**src/rtl/mem_pkg.sv**
```systemverilog
// Shared types and control-field bit positions for the MEM stage.
package mem_pkg;

  typedef enum logic {
    IDLE = 1'b0,
    WAIT = 1'b1
  } state_t;

  localparam int MEMREAD_BIT  = 3;
  localparam int MEMWRITE_BIT = 2;
  localparam int REGWRITE_BIT = 1;
  localparam int MEMTOREG_BIT = 0;

endpackage

```
**src/rtl/mem_wait_timer.sv**
```systemverilog
// Counts cycles spent waiting on the data memory.
// expired flags the last permitted WAIT cycle.
module mem_wait_timer #(
  parameter int TIMEOUT_CYCLES = 64,
  parameter int TW             = 10
) (
  input  logic clk,
  input  logic rst,
  input  logic clear,
  input  logic enable,
  output logic expired
);

  logic [TW-1:0] count;

  always_ff @(posedge clk or negedge rst) begin
    if (!rst)        count <= '0;
    else if (clear)  count <= '0;
    else if (enable) count <= count + 1'b1;
  end

  assign expired = (count == TW'(TIMEOUT_CYCLES - 1));

endmodule

```
**src/rtl/mem_access_unit.sv**
```systemverilog
// MEM stage: runs loads/stores over a req/ack memory port, stalls the pipe
// while an access is outstanding and registers the MEM/WB outputs.
module mem_access_unit
  import mem_pkg::*;
#(
  parameter int TIMEOUT_CYCLES = 64,
  parameter int TW             = 10
) (
  input  logic        clk,
  input  logic        rst,
  input  logic [31:0] ex_read_data,
  input  logic [31:0] ex_result,
  input  logic [4:0]  ex_inst2,
  input  logic [3:0]  ex_memcntrl,
  input  logic [1:0]  ex_wbcntrl,
  input  logic [31:0] mem_rdata,
  input  logic        mem_ack,
  output logic        stall,
  output logic        mem_req,
  output logic        mem_we,
  output logic [31:0] mem_addr,
  output logic [31:0] mem_wdata,
  output logic [31:0] wb_read_data,
  output logic [31:0] wb_result,
  output logic [4:0]  wb_inst2,
  output logic [1:0]  wb_cntrl,
  output logic        wb_valid,
  output logic        misalign_err,
  output logic        bus_err
);

  state_t state;
  logic   access;
  logic   is_store;
  logic   misaligned;
  logic   expired;
  logic   pcsrc_unused;

  assign access       = ex_memcntrl[MEMREAD_BIT] | ex_memcntrl[MEMWRITE_BIT];
  assign is_store     = ex_memcntrl[MEMWRITE_BIT];
  assign misaligned   = (ex_result[1:0] != 2'b00);
  // Branch control travels with the instruction but is resolved elsewhere.
  assign pcsrc_unused = ^ex_memcntrl[1:0];

  mem_wait_timer #(
    .TIMEOUT_CYCLES(TIMEOUT_CYCLES),
    .TW            (TW)
  ) u_timer (
    .clk    (clk),
    .rst    (rst),
    .clear  (state != WAIT),
    .enable (state == WAIT),
    .expired(expired)
  );

  // Bus signals come straight from the held EX/MEM fields; gating with rst
  // drops stall and the request the moment reset asserts.
  always_comb begin
    // NOTE: every output gets a default first so no path can infer a latch.
    stall     = 1'b0;
    mem_req   = 1'b0;
    mem_we    = 1'b0;
    mem_addr  = '0;
    mem_wdata = '0;
    if (rst) begin
      if (state == WAIT) begin
        mem_req   = 1'b1;
        mem_we    = is_store;
        mem_addr  = {ex_result[31:2], 2'b00};
        mem_wdata = ex_read_data;
        stall     = !(mem_ack || expired);
      end else begin
        stall     = access && !misaligned;
      end
    end
  end

  always_ff @(posedge clk or negedge rst) begin
    if (!rst) begin
      state        <= IDLE;
      wb_read_data <= '0;
      wb_result    <= '0;
      wb_inst2     <= '0;
      wb_cntrl     <= '0;
      wb_valid     <= 1'b0;
      misalign_err <= 1'b0;
      bus_err      <= 1'b0;
    end else begin
      // NOTE: non-blocking throughout, so every register sees pre-edge values.
      wb_valid     <= 1'b0;
      misalign_err <= 1'b0;
      bus_err      <= 1'b0;
      case (state)
        IDLE: begin
          if (!access) begin
            wb_read_data <= '0;
            wb_result    <= ex_result;
            wb_inst2     <= ex_inst2;
            wb_cntrl     <= ex_wbcntrl;
            wb_valid     <= 1'b1;
          end else if (misaligned) begin
            wb_read_data <= '0;
            wb_result    <= ex_result;
            wb_inst2     <= ex_inst2;
            wb_cntrl     <= 2'b00;
            wb_valid     <= 1'b1;
            misalign_err <= 1'b1;
          end else begin
            state <= WAIT;
          end
        end
        WAIT: begin
          // Ack takes priority over a timeout in the same cycle.
          if (mem_ack) begin
            wb_read_data <= is_store ? 32'd0 : mem_rdata;
            wb_result    <= ex_result;
            wb_inst2     <= ex_inst2;
            wb_cntrl     <= ex_wbcntrl;
            wb_valid     <= 1'b1;
            state        <= IDLE;
          end else if (expired) begin
            wb_read_data <= '0;
            wb_result    <= ex_result;
            wb_inst2     <= ex_inst2;
            wb_cntrl     <= 2'b00;
            wb_valid     <= 1'b1;
            bus_err      <= 1'b1;
            state        <= IDLE;
          end
        end
        default: state <= IDLE;
      endcase
    end
  end

endmodule

```
**config.mk**
```make
export PLATFORM = sky130hd
export DESIGN_NAME = mem_access_unit
export DESIGN_NICKNAME = d
export VERILOG_FILES = /design/src/rtl/mem_pkg.sv /design/src/rtl/mem_wait_timer.sv /design/src/rtl/mem_access_unit.sv
export SDC_FILE = /design/constraint.sdc
export NUM_CORES = 1
export LEC_CHECK = 0
export CAP_MARGIN = 30
export CORE_UTILIZATION = 25
export DETAILED_ROUTE_END_ITERATION = 6
export GPL_TIMING_DRIVEN = 0
export PLACE_DENSITY = 0.6
export SYNTH_ARGS = -nofsm -noshare
export SYNTH_HDL_FRONTEND = slang
export SYNTH_HIERARCHICAL = 1
export SYNTH_SLANG_ARGS = --single-unit
```
**constraint.sdc**
```tcl
create_clock -name clk -period 2.8 [get_ports clk]
set_clock_uncertainty 0.1 [all_clocks]
set_input_delay 0.28 -clock clk [delete_from_list [all_inputs] [get_ports clk]]
set_output_delay 0.28 -clock clk [all_outputs]
set_load 0.03 [all_outputs]
```
==> metrics <==
P per Cell Area 516 mW/mm²; leakage 3.13 nW; count of different cell masters after synthesis 37; R2R depth 9; met2 routed WL 6640 µm; wl on met1 4920 µm; Max VDD drop 0.287 mV; First-pass DRT Iterations 4; switching power 1.05 mW; Die H 126 µm; gpl congestion 0.722; drt drc 0; Core Rows 44; sequential power share 0.380; reg-to-reg slack, setup 0.32 ns; initial core utilization 0.259; period utilization 0.954; Nets 679; fin crit period 2.67 ns; Fmax 374 MHz; final WL 12,900 µm; CTS Sinks 85; min-delay src wb_read_data[27]$_DFFE_PN0P_; max-slew violations 0; 1st-iter DRT viols 66; Critical Path RT 2.42 ns; Top Layer Used met4; routed wl met3 1030 µm; Critical Path Start Type register; DR vias/cell 4.57; RSZ-0062 raised after global routing yes; clock insertion delay at the later pin of the skew report 0.34 ns; Syn-to-layout area delta 82.6%; number of global-route vias before repair 3,699; total gr overflow 0; clock share of power 0.330; Hold Path Class register to register; initial antenna violation count 0; hold worst-path end wb_read_data[27]$_DFFE_PN0P_; R2R Path End wb_result[16]$_DFFE_PN0P_; fin area 0.00699 mm²; Final Hold Fails 0; YS warnings 6; # Max-Cap Violations 0; CP max FO 10; share of cells above drive strength 1 0.140; Die W 126 µm; routed length per instance 17.0 µm; Antenna Cells 0; # port buffers 246; Core Area 0.0148 mm²; Detail Placement HPWL 9520 µm; worst setup margin 0.129 ns; switching share of power 0.293; Num CTS Buffers 9; sequential-to-total area share from yosys stat 0.556; Detail Route Antenna Nets 0; Crit path arrival time 2.29 ns; CP cell instances clkbuf_4 > clkbuf_1 > and3_1 > clkdlybuf4s50_1; Slowest Stage Delay on Critical Path 0.67 ns; Clock Root Buffer clkbuf_16; Mean Syn Cell Area 12.7 µm²; TNS Setup 0 ns; slowest CP cell clkdlybuf4s50_1; largest net degree at the start of global routing 47; Gate power share 0.290; FF+latch count, synth 85; Die Area 0.0158 mm²; detailed-route via count 3,459; Int Power 2.55 mW; clock buffer depth 2; worst hold stages 1; I/O pins 251; Area after DPL 0.00654 mm²; Worst R2R Start u_timer/count[0]$_DFFE_PN0P_; H-Tree Level Count 3; Post-Syn Area 0.00383 mm²; Mapped Cells 301; Clock transition at path regs 0.06 ns; Power, Total 3.60 mW; CTS tree yes; Setup Slack @ Placement -0.588 ns; CP endpoint kind output pin; final setup fails 0; status finished clean; first-pass GRT wire length 19,900 µm; GRT Total Usage 0.166; critical path type register to output pin
## sequential cells by signal, summed over array words and instances, names as in the netlist
signal,flops
wb_cntrl,2
bus_err,1
misalign_err,1
wb_result,32
wb_read_data,32
u_timer/count,10
state,1
wb_inst2,5
wb_valid,1
## cells in the final DEF, fill, tap and decap left out, types with 2 or more instances in the layout
cell | netlist | layout
a21oi_1 | 4 | 4
a22o_1 | 36 | 36
and2_1 | 2 | 2
and3_1 | 63 | 63
buf_12 | 2 | 5
buf_16 | 0 | 2
buf_4 | 6 | 9
buf_6 | 2 | 2
clkbuf_1 | 18 | 15
clkbuf_16 | 0 | 9
clkbuf_2 | 0 | 3
clkbuf_4 | 0 | 3
clkdlybuf4s50_1 | 0 | 244
clkinv_2 | 0 | 2
conb_1 | 1 | 2
dfrtp_1 | 85 | 85
dlygate4sd3_1 | 0 | 2
inv_1 | 5 | 5
mux2_2 | 15 | 15
mux2_4 | 20 | 20
nand2_1 | 3 | 3
nand4_1 | 2 | 2
nor2_1 | 9 | 9
o21ai_0 | 2 | 2
o31ai_1 | 3 | 3
or4_1 | 3 | 2
xor2_1 | 3 | 3
## stage by stage
step / hold slack (ns) / utilization / std cells
after floorplan: -0.116 / - / 302
after global placement: 0.378 / 0.442 / 732
after detailed placement: 0.247 / 0.443 / 733
after CTS: 0.406 / 0.472 / 755
after global routing: 0.420 / 0.474 / 757
final: 0.399 / 0.474 / 757
## critical path, delay by kind of cell (launching register included)
kind,cells,cell delay [ns]
and+or+nand+nor,1,0.22
buffers and inverters,3,1.25
DFF,1,0.47
## Yosys cell counts, drive strengths merged
| master | number | share of area |
|---|---|---|
| nor4 | 1 | 0.0016 |
| nand2 | 3 | 0.0029 |
| conb | 1 | 0.00098 |
| xor2 | 3 | 0.0069 |
| and2 | 2 | 0.0033 |
| or3b | 1 | 0.0029 |
| nor2 | 9 | 0.0088 |
| or3 | 2 | 0.0036 |
| nor3b | 1 | 0.0020 |
| dfrtp | 85 | 0.56 |
| xnor2 | 1 | 0.0023 |
| ha | 1 | 0.0033 |
| mux2 | 36 | 0.13 |
| mux2i | 1 | 0.0026 |
| a21oi | 4 | 0.0052 |
| nand4 | 3 | 0.0088 |
| o21ai | 2 | 0.0026 |
| nor3 | 1 | 0.0013 |
| or4 | 3 | 0.0059 |
| clkbuf | 18 | 0.018 |
| nor2b | 1 | 0.0016 |
| inv | 5 | 0.0049 |
| o21bai | 1 | 0.0020 |
| o31ai | 4 | 0.0092 |
| nand3 | 1 | 0.0013 |
| o211ai | 1 | 0.0020 |
| a22o | 36 | 0.082 |
| buf | 11 | 0.029 |
| and3 | 63 | 0.10 |
## cells by family (layout without fill, tap and decap cells)
logic type | Yosys count | count (layout) | synth area share
DFF | 85 | 85 | 0.556
muxes | 37 | 37 | 0.128
other | 1 | 2 | 0.000980
adders and majority gates | 1 | 1 | 0.00327
AOI/OAI and AO/OA | 48 | 48 | 0.103
xor gates and xnor gates | 4 | 4 | 0.00916
and+or+nand+nor | 91 | 91 | 0.147
buffers and inverters | 34 | 305 | 0.0520
## cell type report
type	instances	area (µm²)
well taps	184	230
repair buffers	256	2620
multi-input cells	183	1520
fillers	1338	7770
inverters	5	18.8
clock buffers	12	246
flip-flops and latches	85	2130
plain buffers	28	184
clock inverters	4	47.5
## power groups by stage
| stage | clock network (mW) | logic, mW | registers [mW] |
|---|---|---|---|
| detailed placement | 0 | 1.03 | 1.39 |
| floorplan | 0 | 0.338 | 1.56 |
| finish | 1.19 | 1.04 | 1.37 |
| CTS | 1.24 | 1.06 | 1.37 |
| global placement | 0 | 1.02 | 1.39 |
| global route | 1.30 | 1.10 | 1.38 |
## what timing repair did
item | 4_1_cts | 5_1_grt
endpoints found under the setup margin | 65 | 14
hold endpoints to repair | 46 | 0
pin swaps | 0 | 2
gates resized for setup | 13 | 9
setup buffers | 1 | 3
hold buffers | 5 | 0
## how the worst max path moves through the flow
stage	slack, ns	cells past startpoint	from	endpoint
2_1_floorplan	0.60	7	u_timer/count[8]$_DFFE_PN0P_	stall
3_3_place_gp	-3.09	5	rst	mem_addr[15]
3_5_place_dp	-0.59	6	rst	mem_addr[13]
4_1_cts	0.06	8	u_timer/count[6]$_DFFE_PN0P_	stall
5_1_grt	-0.001	4	state$_DFF_PN0_	mem_wdata[1]
6_report	0.13	4	state$_DFF_PN0_	mem_wdata[1]
## routing by layer
layer  global-route usage  up-vias
met3               0.0556       18
li1                     -     1626
met4               0.0667        0
met5                    0        -
met2                0.297      154
met1                0.179     1661
No activity file was read; power rests on OpenSTA's default activity.
